### config.mk
export PLATFORM = sky130hd
export DESIGN_NAME = flit_queue_nc
export DESIGN_NICKNAME = d
export VERILOG_FILES = /design/src/rtl/dart_pkg.sv /design/src/rtl/ram_fifo_slow.sv /design/src/rtl/flit_queue_nc.sv
export SDC_FILE = /design/constraint.sdc
export NUM_CORES = 1
export LEC_CHECK = 0
export ABC_AREA = 1
export BUFFER_PORTS_ARGS = -buffer_cell sky130_fd_sc_hd__buf_2
export CAP_MARGIN = 0
export CELL_PAD_IN_SITES_DETAIL_PLACEMENT = 1
export CELL_PAD_IN_SITES_GLOBAL_PLACEMENT = 1
export CORE_MARGIN = 1.5
export CORE_UTILIZATION = 25
export DETAILED_ROUTE_END_ITERATION = 7
export GPL_ROUTABILITY_DRIVEN = 0
export GPL_TIMING_DRIVEN = 1
export PLACE_DENSITY_LB_ADDON = 0.12
export SYNTH_ARGS = -nofsm -noshare
export SYNTH_HDL_FRONTEND = slang
export SYNTH_SLANG_ARGS = --single-unit
### constraint.sdc
create_clock -name clock -period 6.2 [get_ports clock]
set_clock_uncertainty 0.05 [all_clocks]
set_input_delay 0.62 -clock clock [delete_from_list [all_inputs] [get_ports clock]]
set_output_delay 0.62 -clock clock [all_outputs]
set_load 0.02 [all_outputs]
### src/rtl/dart_pkg.sv
// ---------------------------------------------------------------------------
// dart_pkg
// Shared widths and flit field helpers for the DART router input unit.
//   Flit layout (FLIT_WIDTH = 36):
//     [35:26] timestamp (TS_WIDTH = 10)
//     [ 3: 0] virtual channel field (only the low LOG_NVCS bits are used)
// No ports (package).
// ---------------------------------------------------------------------------
package dart_pkg;

    localparam int TS_WIDTH    = 10;
    localparam int LAT_WIDTH   = 8;
    localparam int A_WIDTH     = 11;
    localparam int FLIT_WIDTH  = 36;

    localparam int FLIT_TS_LSB = 26;
    localparam int FLIT_TS_MSB = 35;
    localparam int MAX_VC_BITS = 4;

    typedef logic [FLIT_WIDTH-1:0] flit_t;
    typedef logic [TS_WIDTH-1:0]   ts_t;

    function automatic ts_t flit_ts(input flit_t f);
        return f[FLIT_TS_MSB:FLIT_TS_LSB];
    endfunction

    function automatic logic [MAX_VC_BITS-1:0] flit_vc(input flit_t f);
        return f[MAX_VC_BITS-1:0];
    endfunction

    function automatic flit_t update_flit_ts(input flit_t f, input ts_t ts);
        flit_t r;
        r = f;
        r[FLIT_TS_MSB:FLIT_TS_LSB] = ts;
        return r;
    endfunction

endpackage

### src/rtl/ram_fifo_slow.sv
// ---------------------------------------------------------------------------
// ram_fifo_slow
// Single-VC FIFO of 2**LOG_DEP entries with a combinational head read and a
// one-cycle blackout after every pop request, so a consumer that waits for
// "not blocked" issues at most one pop every two cycles.
// Ports:
//   clock, reset      rising-edge clock, synchronous active-high reset
//   enable            global advance; gates pops and the blackout flag
//   write, write_data push (caller guarantees write only when not full)
//   read              pop request; ignored while empty
//   full, empty       occupancy flags
//   blocked           blackout flag, high the cycle after a pop request
//   data_out          head entry (undefined while empty)
// ---------------------------------------------------------------------------
module ram_fifo_slow #(
    parameter int WIDTH   = 36,
    parameter int LOG_DEP = 4
) (
    input  logic             clock,
    input  logic             reset,
    input  logic             enable,
    input  logic             write,
    input  logic [WIDTH-1:0] write_data,
    input  logic             read,
    output logic             full,
    output logic             empty,
    output logic             blocked,
    output logic [WIDTH-1:0] data_out
);

    localparam int DEPTH = 1 << LOG_DEP;
    localparam logic [LOG_DEP:0] DEPTH_CNT = (LOG_DEP+1)'(DEPTH);

    logic [WIDTH-1:0]   mem_q [DEPTH];
    logic [LOG_DEP-1:0] wr_ptr_q, wr_ptr_d;
    logic [LOG_DEP-1:0] rd_ptr_q, rd_ptr_d;
    logic [LOG_DEP:0]   count_q, count_d;
    logic               blk_q, blk_d;
    logic               push, pop;

    assign full     = (count_q == DEPTH_CNT);
    assign empty    = (count_q == '0);
    assign blocked  = blk_q;
    assign data_out = mem_q[rd_ptr_q];

    // The full gate makes an overflow impossible even if a caller misbehaves.
    assign push = write & ~full;
    assign pop  = enable & read & ~empty;

    always_comb begin
        wr_ptr_d = wr_ptr_q;
        rd_ptr_d = rd_ptr_q;
        count_d  = count_q;
        // Blackout follows the request, not the actual pop.
        blk_d    = enable & read;
        if (push) wr_ptr_d = wr_ptr_q + 1'b1;
        if (pop)  rd_ptr_d = rd_ptr_q + 1'b1;
        case ({push, pop})
            2'b10:   count_d = count_q + 1'b1;
            2'b01:   count_d = count_q - 1'b1;
            default: count_d = count_q;
        endcase
    end

    always_ff @(posedge clock) begin
        if (reset) begin
            wr_ptr_q <= '0;
            rd_ptr_q <= '0;
            count_q  <= '0;
            blk_q    <= 1'b0;
        end else begin
            wr_ptr_q <= wr_ptr_d;
            rd_ptr_q <= rd_ptr_d;
            count_q  <= count_d;
            blk_q    <= blk_d;
        end
    end

    // Storage is not reset; pointers define what is valid.
    always_ff @(posedge clock) begin
        if (push) mem_q[wr_ptr_q] <= write_data;
    end

endmodule

### src/rtl/flit_queue_nc.sv
// ---------------------------------------------------------------------------
// flit_queue_nc
// Router input unit: accepts flits addressed to HADDR, stamps each with
// arrival time (timestamp + latency), stores them per VC and presents a VC
// head once sim_time has reached its stamped time.
// Optional trace: define FLIT_QUEUE_TRACE_EN to print enqueue/dequeue events.
// Ports:
//   clock, reset               clock, synchronous active-high reset
//   enable                     global advance for enqueue/dequeue
//   sim_time                   current simulation time
//   error                      protocol violation (combinational)
//   is_quiescent               all VC FIFOs empty
//   latency                    configured link latency
//   config_in/_valid           daisy-chain config input
//   config_out/_valid          registered daisy-chain forward
//   flit_full                  per-VC full
//   flit_in_valid, flit_in     incoming flit
//   nexthop_in                 destination queue address of the flit
//   flit_ack                   flit accepted this cycle
//   flit_out, flit_out_valid   per-VC head flit and ready
//   dequeue                    per-VC pop
// Handshake: a flit transfers in on a cycle where flit_in_valid & flit_ack;
// a VC head transfers out when the consumer raises dequeue[v] while
// flit_out_valid[v] is high (enable must also be high for either).
// ---------------------------------------------------------------------------
module flit_queue_nc
    import dart_pkg::*;
#(
    parameter logic [A_WIDTH-1:0] HADDR    = 11'd1,
    parameter int                 LOG_NVCS = 1,
    parameter int                 LOG_DEP  = 4
) (
    input  logic                             clock,
    input  logic                             reset,
    input  logic                             enable,
    input  logic [TS_WIDTH-1:0]              sim_time,
    output logic                             error,
    output logic                             is_quiescent,
    output logic [LAT_WIDTH-1:0]             latency,
    input  logic [15:0]                      config_in,
    input  logic                             config_in_valid,
    output logic [15:0]                      config_out,
    output logic                             config_out_valid,
    output logic [(1<<LOG_NVCS)-1:0]         flit_full,
    input  logic                             flit_in_valid,
    input  logic [FLIT_WIDTH-1:0]            flit_in,
    input  logic [A_WIDTH-1:0]               nexthop_in,
    output logic                             flit_ack,
    output logic [(1<<LOG_NVCS)*FLIT_WIDTH-1:0] flit_out,
    output logic [(1<<LOG_NVCS)-1:0]         flit_out_valid,
    input  logic [(1<<LOG_NVCS)-1:0]         dequeue
);

    localparam int NVCS = 1 << LOG_NVCS;

    logic [LAT_WIDTH-1:0] latency_q;
    logic [15:0]          config_out_q;
    logic                 config_out_valid_q;

    logic [LOG_NVCS-1:0]  in_vc;
    logic                 match;
    flit_t                stamped;
    logic [NVCS-1:0]      empty_v;
    logic [NVCS-1:0]      blk_v;
    flit_t                head [NVCS];

    assign latency          = latency_q;
    assign config_out       = config_out_q;
    assign config_out_valid = config_out_valid_q;

    // Shift-chain config: the new word replaces latency, the old one moves on.
    always_ff @(posedge clock) begin
        if (reset) begin
            latency_q          <= '0;
            config_out_q       <= '0;
            config_out_valid_q <= 1'b0;
        end else if (config_in_valid) begin
            latency_q          <= config_in[LAT_WIDTH-1:0];
            config_out_q       <= {8'b0, latency_q};
            config_out_valid_q <= 1'b1;
        end else begin
            config_out_valid_q <= 1'b0;
        end
    end

    assign in_vc    = flit_in[LOG_NVCS-1:0];
    assign match    = (nexthop_in == HADDR);
    assign flit_ack = enable & flit_in_valid & match & ~flit_full[in_vc];
    // Arrival stamp wraps modulo 2**TS_WIDTH.
    assign stamped  = update_flit_ts(flit_in, flit_ts(flit_in) + TS_WIDTH'(latency_q));

    for (genvar v = 0; v < NVCS; v++) begin : g_vc
        ts_t age;

        ram_fifo_slow #(
            .WIDTH   (FLIT_WIDTH),
            .LOG_DEP (LOG_DEP)
        ) u_fifo (
            .clock      (clock),
            .reset      (reset),
            .enable     (enable),
            .write      (flit_ack & (in_vc == LOG_NVCS'(v))),
            .write_data (stamped),
            .read       (dequeue[v]),
            .full       (flit_full[v]),
            .empty      (empty_v[v]),
            .blocked    (blk_v[v]),
            .data_out   (head[v])
        );

        // Wrap-safe "time reached": elapsed time in the lower half of the ring.
        assign age = sim_time - flit_ts(head[v]);
        assign flit_out_valid[v] = ~empty_v[v] & ~blk_v[v] & (age < ts_t'(512));
        assign flit_out[v*FLIT_WIDTH +: FLIT_WIDTH] = head[v];
    end

    always_comb begin
        error = 1'b0;
        for (int v = 0; v < NVCS; v++) begin
            if (flit_in_valid & match & (in_vc == LOG_NVCS'(v)) & flit_full[v])
                error = 1'b1;
            if (dequeue[v] & empty_v[v])
                error = 1'b1;
        end
    end

    assign is_quiescent = &empty_v;

`ifdef FLIT_QUEUE_TRACE_EN
    always @(posedge clock) begin
        if (!reset) begin
            if (flit_ack)
                $display("T %0d FQ (%0d) enq vc %0d flit %h", sim_time, HADDR, in_vc, stamped);
            for (int v = 0; v < NVCS; v++) begin
                if (enable & dequeue[v] & ~empty_v[v])
                    $display("T %0d FQ (%0d) deq vc %0d", sim_time, HADDR, v);
            end
        end
    end
`endif

endmodule

# After elaboration in Yosys (flattened, before gate mapping)
# Memories as Yosys holds them, arrays and structs flattened. A register that Yosys moved wholly into a read port is not among the register bits.
# Cells that the tools add are included.
# word_totals
ram_bits	1152
mem_count	2
in_bits	80
out_inout_bits	104
reg_bits	45
# classes
n_bitwise	30
reduce_logical	5
n_eq_ne	7
add_sub_neg	11
order_cmp	3
muxes	17
# mem_list
name	words	width	rd	rd_clocked_by_memory_dff	wr	line_no	source
g_vc[0].u_fifo.mem_q	16	36	1	1	1	ram_fifo_slow.sv:34	logic [WIDTH-1:0] mem_q [DEPTH];
g_vc[1].u_fifo.mem_q	16	36	1	1	1	ram_fifo_slow.sv:34	
# op_table
operator	count
$and 1x1->1	22
$lt 10x10->1 const B	2
$pmux 5 s2	2
$sub 10x10->10	2
$add 4x1->4 const B	4
$mux 4	4
$eq 11x1->1 const B	1
$mux 1	11
$add 10x8->10	1
$add 5x1->5 const B	2
$eq 5x5->1 const B	2
$logic_not 5->1	2
$sub 5x1->5 const B	2
$not 1->1	8
$eq 2x1->1 const B	2
$eq 2x2->1 const B	2
$reduce_bool 2->1	2
$lt 1x2->1 const B	1
$reduce_and 2->1	1

# Longest topological paths before layout
# depth
ltp_word	9
mapped_depth	19
depth_no_buf	16

# Cells and area by module
# A second synthesis with hierarchy kept.
# unflattened
cells_unflattened	3570
hier_area_um2	49962.9
# modules_own_cells
module	area_each_um2	cells_each	seq_area_each_um2	instances
ram_fifo_slow at g_vc[0].u_fifo	24194.5	1649	17656.9	1
ram_fifo_slow at g_vc[1].u_fifo	24056.8	1655	17656.9	1
flit_queue_nc	1711.6	266	340.3	1

# Worst setup path after synthesis
# OpenSTA, ideal clock, no wires.
# synth_path
path_type	input -> register
startpoint	input nexthop_in[1]
endpoint	memory g_vc[1].u_fifo.mem_q[0][0] (enable)
n_path_buf	0
arrival_ns	3.069
cell_stages	6
slack_ns	2.652
cell_sequence	nor4b_1 -> and3_1 -> nand3b_1 -> inv_1 -> nand2_1 -> nor2_1
# synth_between
elab_chain_len	7
# synth_rtl
item	line_no	source
start: declaration	flit_queue_nc.sv:47	input logic [A_WIDTH-1:0] nexthop_in,
$eq 11x1->1	flit_queue_nc.sv:87	assign match = (nexthop_in == HADDR);
$and 1x1->1 (2 in series)	flit_queue_nc.sv:88	assign flit_ack = enable & flit_in_valid & match & ~flit_full[in_vc];
$and 1x1->1	flit_queue_nc.sv:102	.write (flit_ack & (in_vc == LOG_NVCS'(v))),
$and 1x1->1	ram_fifo_slow.sv:47	assign push = write & ~full;
$mux 1	ram_fifo_slow.sv:81	if (push) mem_q[wr_ptr_q] <= write_data;
$mux 1 (not written as such)	ram_fifo_slow.sv:81	
end: declaration	ram_fifo_slow.sv:34	
# Every way passes these cells.

==> impl_metrics.ini <==
[status]
status = complete, no violations

[floorplanning]
rows = 160
initial_core_util_pct = 25.24
core-area_um2 = 190800
die_area_um2 = 195200
dieWidth_um = 441.8
die_y_um = 441.8
ios = 184

[logic_synthesis]
synth-xor-area-share_pct = 0.4184
synth_fa_ha_area_share_pct = 1.133
synth-seq-cells = 1205
ys_seq_area_share_pct = 74.05
synth.top_cell.area_share_pct = 71.85
ys_types = 41
synthSimpleGateAreaFrac_pct = 9.015
synth_edf_count = 1152
synth_compound_area_share_pct = 11.83
syn-cell-area_um2 = 48150
syn-instance-count = 3653
synth_mux_area_share_pct = 0
synth_top_area_cell = edfxtp_1
synthFlopType = edfxtp_1
yosys_warnings = 0
synthArstFlopShare_pct = 0
syn_area_per_cell_um2 = 13.18
synthTopCellsByArea = edfxtp_1 72%, o21ai_0 5.7%, nor2_1 5.0%, o221ai_1 4.2%, dfxtp_1 2.2%
synth_top_family_by_area = compound AO/OA/AOI/OAI gates

[final_layout]
num-nets-final = 3935
final_layout_size_suffix_gt1_share_pct = 12.69
fin_util_pct = 29.42
fin_area_um2 = 56130
instances_no_fill = 6429
area_growth_pct = 16.58

[sta]
fin_crit_ps = 5400
finalCritPeriodShare_pct = 87.10
worst_slack_ps = 799.6
fin_tns_setup_ps = 0
drv_slew = 0
setup_viol = 0
hold_violations = 0
worst_slew_pin_slew_ps = 1174
slew_headroom_pct = 21.55
rsz0062_at_grt = false
timing.hold.ws_ps = 74.88
max_freq_mhz = 185.2

[drt]
drt.antenna.violating_nets = 0
drtPass1Iterations = 5
drc = 0
drt_iter0_markers = 2054
avgRoutedWirePerCell_um = 25.17
drt_wl_total_um = 161800
via_count = 30450
via_per_inst = 4.736

[worst_setup_path]
path_cells = inv_8 -> o21ai_0 -> o22ai_1 -> o211ai_1 -> nand2_1 -> inv_2 -> ha_1 -> nand2_1 -> inv_1 -> o21ai_0 -> nand2_1 -> nor2_1 -> nand2_1 -> nand2_1 -> nand2_1 -> nor2_2 -> buf_2
end_kind = primary output
critical_path_class = flip-flop to primary output
r2r-start = g_vc[0].u_fifo.count_q[1]
rr_endpoint = g_vc[0].u_fifo.mem_q[9][8]
reg2reg_slack_ps = 2740
crit_required_ps = 5530
critPathSlowestCell = dfxtp_4
critical_path_arrival_ps = 4730
r2r_cells = 8
path_common_cell = nand2_1
crit_fanout = 126
slowest_delay_ps = 800
cp-start-kind = flip-flop

[grt]
antenna_found_initial = 5
grt_pass1_vias = 31930
grt_pass1_wl_um = 233300
overflow = 0
grt_usage_pct = 16.41
grt_max_degree = 184

[hold_path]
hold_start = dequeue[0]
hold-path-cell-count = 3
hp-class = input pin to flip-flop
hold_end = g_vc[0].u_fifo.blocked

[clock_network]
cts-root-buf = clkbuf_16
post_cts_resize_count = 0
clk_path_buf_depth = 3
cts_buffers = 139
clock_latency_ps = 760
path_clk_slew_ps = 60
h-tree-depth = 4
cts.sinks = 1205
tritoncts = yes

[pwr]
switching_share_pct = 21.66
pwr-share-clk_pct = 44.4
p_leak_nw = 18.58
p_sw_mw = 3.714
power_density_nw_per_um2 = 305.5
seqPwrFrac_pct = 52.6
power_frac_comb_pct = 2.9
ir_drop_v = 0.0002093
cell_internal_pwr_mw = 13.44
total_power_mw = 17.15

[placement]
placedCellCount = 6175
dp_hpwl_um = 88530
portBuffers = 167
placed_area_um2 = 51950
place_ws_ps = 1495

[run]
maxCapViolations = 0
==> synthesized netlist by cell type (all sizes together), types with 6 or more instances <==
| cell type | n |
|---|---|
| edfxtp | 1152 |
| nor2 | 648 |
| o21ai | 578 |
| nand2 | 239 |
| o221ai | 233 |
| nand3 | 167 |
| clkbuf | 137 |
| inv | 120 |
| buf | 112 |
| dfxtp | 53 |
| ha | 42 |
| o211ai | 42 |
| o22ai | 41 |
| a21oi | 31 |
| xor2 | 19 |
| nand4 | 8 |
| nor4 | 6 |
==> final cells by class <==
class                      count  area (µm²)
antenna                        3       7.507
clock buffer                 201        3794
clock inverter                43       310.3
fill                       20390      134700
inverter                     125       490.5
multi-input combinational   2081       11120
sequential                  1205       35680
tap                         2511        3142
timing repair buffer         260        1589
==> layer usage <==
| layer | vias up | global-route usage (%) | share of wire [%] |
|---|---|---|---|
| met1 | 15900 | 22.46 | 48 |
| met2 | 407 | 27.34 | 48 |
| met3 | 173 | 2.276 | 2.8 |
| met4 | 2 | 4.009 | 1.8 |
| li1 | 13970 | - | - |
| met5 | - | 0 | 0.0074 |
==> sequential cells by signal, indices dropped and copies added, names as in the netlist, named ones only <==
signal / count
g_vc.u_fifo.mem_q: 1152
g_vc.u_fifo.count_q: 10
config_out: 8
g_vc.u_fifo.rd_ptr_q: 8
g_vc.u_fifo.wr_ptr_q: 8
latency: 8
g_vc.u_fifo.blocked: 2
config_out_valid: 1
==> kinds of logic after synthesis <==
family / Yosys count
DFF: 1205
and+or+nand+nor: 1077
AOI/OAI and AO/OA: 930
buffers and inverters: 374
adders and majority gates: 43
xor gates and xnor gates: 23
other: 1
==> layout by cell type, fill, tap and decap left out, types with 4 or more instances in the layout <==
cell           netlist  layout
o21ai_0            547     547
o211ai_1            42      42
buf_2               68     167
ha_1                42      41
o22ai_1             41      41
clkbuf_1           137      56
nor4_1               6       6
clkbuf_8             0       4
dfxtp_1             53      45
dfxtp_4              0       6
nand2_2              4       4
nand4_1              8       8
nor2_4               0      32
xor2_2               0       6
inv_1              110     109
edfxtp_1          1152    1152
clkinv_1             4      19
nand3_1            164     164
a21oi_1             31      31
o221ai_1           233     233
buf_4               23      83
conb_1               1       8
clkinv_2             1      13
dlygate4sd3_1        0       7
xor2_1              19      13
inv_6                1       4
o21ai_1             31      31
nand2_1            235     235
clkbuf_16            0     141
inv_2                7      10
nor2_1             647     615
clkinv_8             0       4
==> how the worst max path moves through the flow <==
| stage | endpoint | startpoint | slack, ps | depth (start not counted) |
|---|---|---|---|---|
| after CTS | flit_out_valid[0] | flip-flop | 600 | 17 |
| after floorplan | g_vc[1].u_fifo.mem_q[0][0] | nexthop_in[1] | 2650 | 6 |
| after global placement | flit_out_valid[0] | flip-flop | 1430 | 17 |
| final | flit_out_valid[0] | flip-flop | 800 | 17 |
| after global routing | flit_out_valid[0] | flip-flop | 380 | 17 |
| after detailed placement | flit_out_valid[0] | flip-flop | 1500 | 17 |
==> critical path, delay by kind of cell (launching register included) <==
family / cells / cell delay [ps]
compound gates: 4 / 670
flops: 1 / 800
buf+inv: 4 / 830
simple gates: 8 / 1310
fa+ha+maj: 1 / 240
==> what timing repair did <==
| item | 4_1_cts | 5_1_grt |
|---|---|---|
| buffers inserted | 0 | 0 |
| hold endpoints to repair | 7 | 0 |
| endpoints found under the setup margin | 0 | 0 |
| hold buffers | 7 | 0 |
==> power by group through the flow <==
stage	clock (mW)	sequential [mW]	combinational, mW
after detailed placement	0	9.20	0.523
after global routing	8.16	9.02	0.560
final	7.62	9.03	0.500
after CTS	7.88	9.03	0.527
after global placement	0	9.20	0.521
after floorplan	0	9.20	0.198
(Power assumes the default switching activity.)
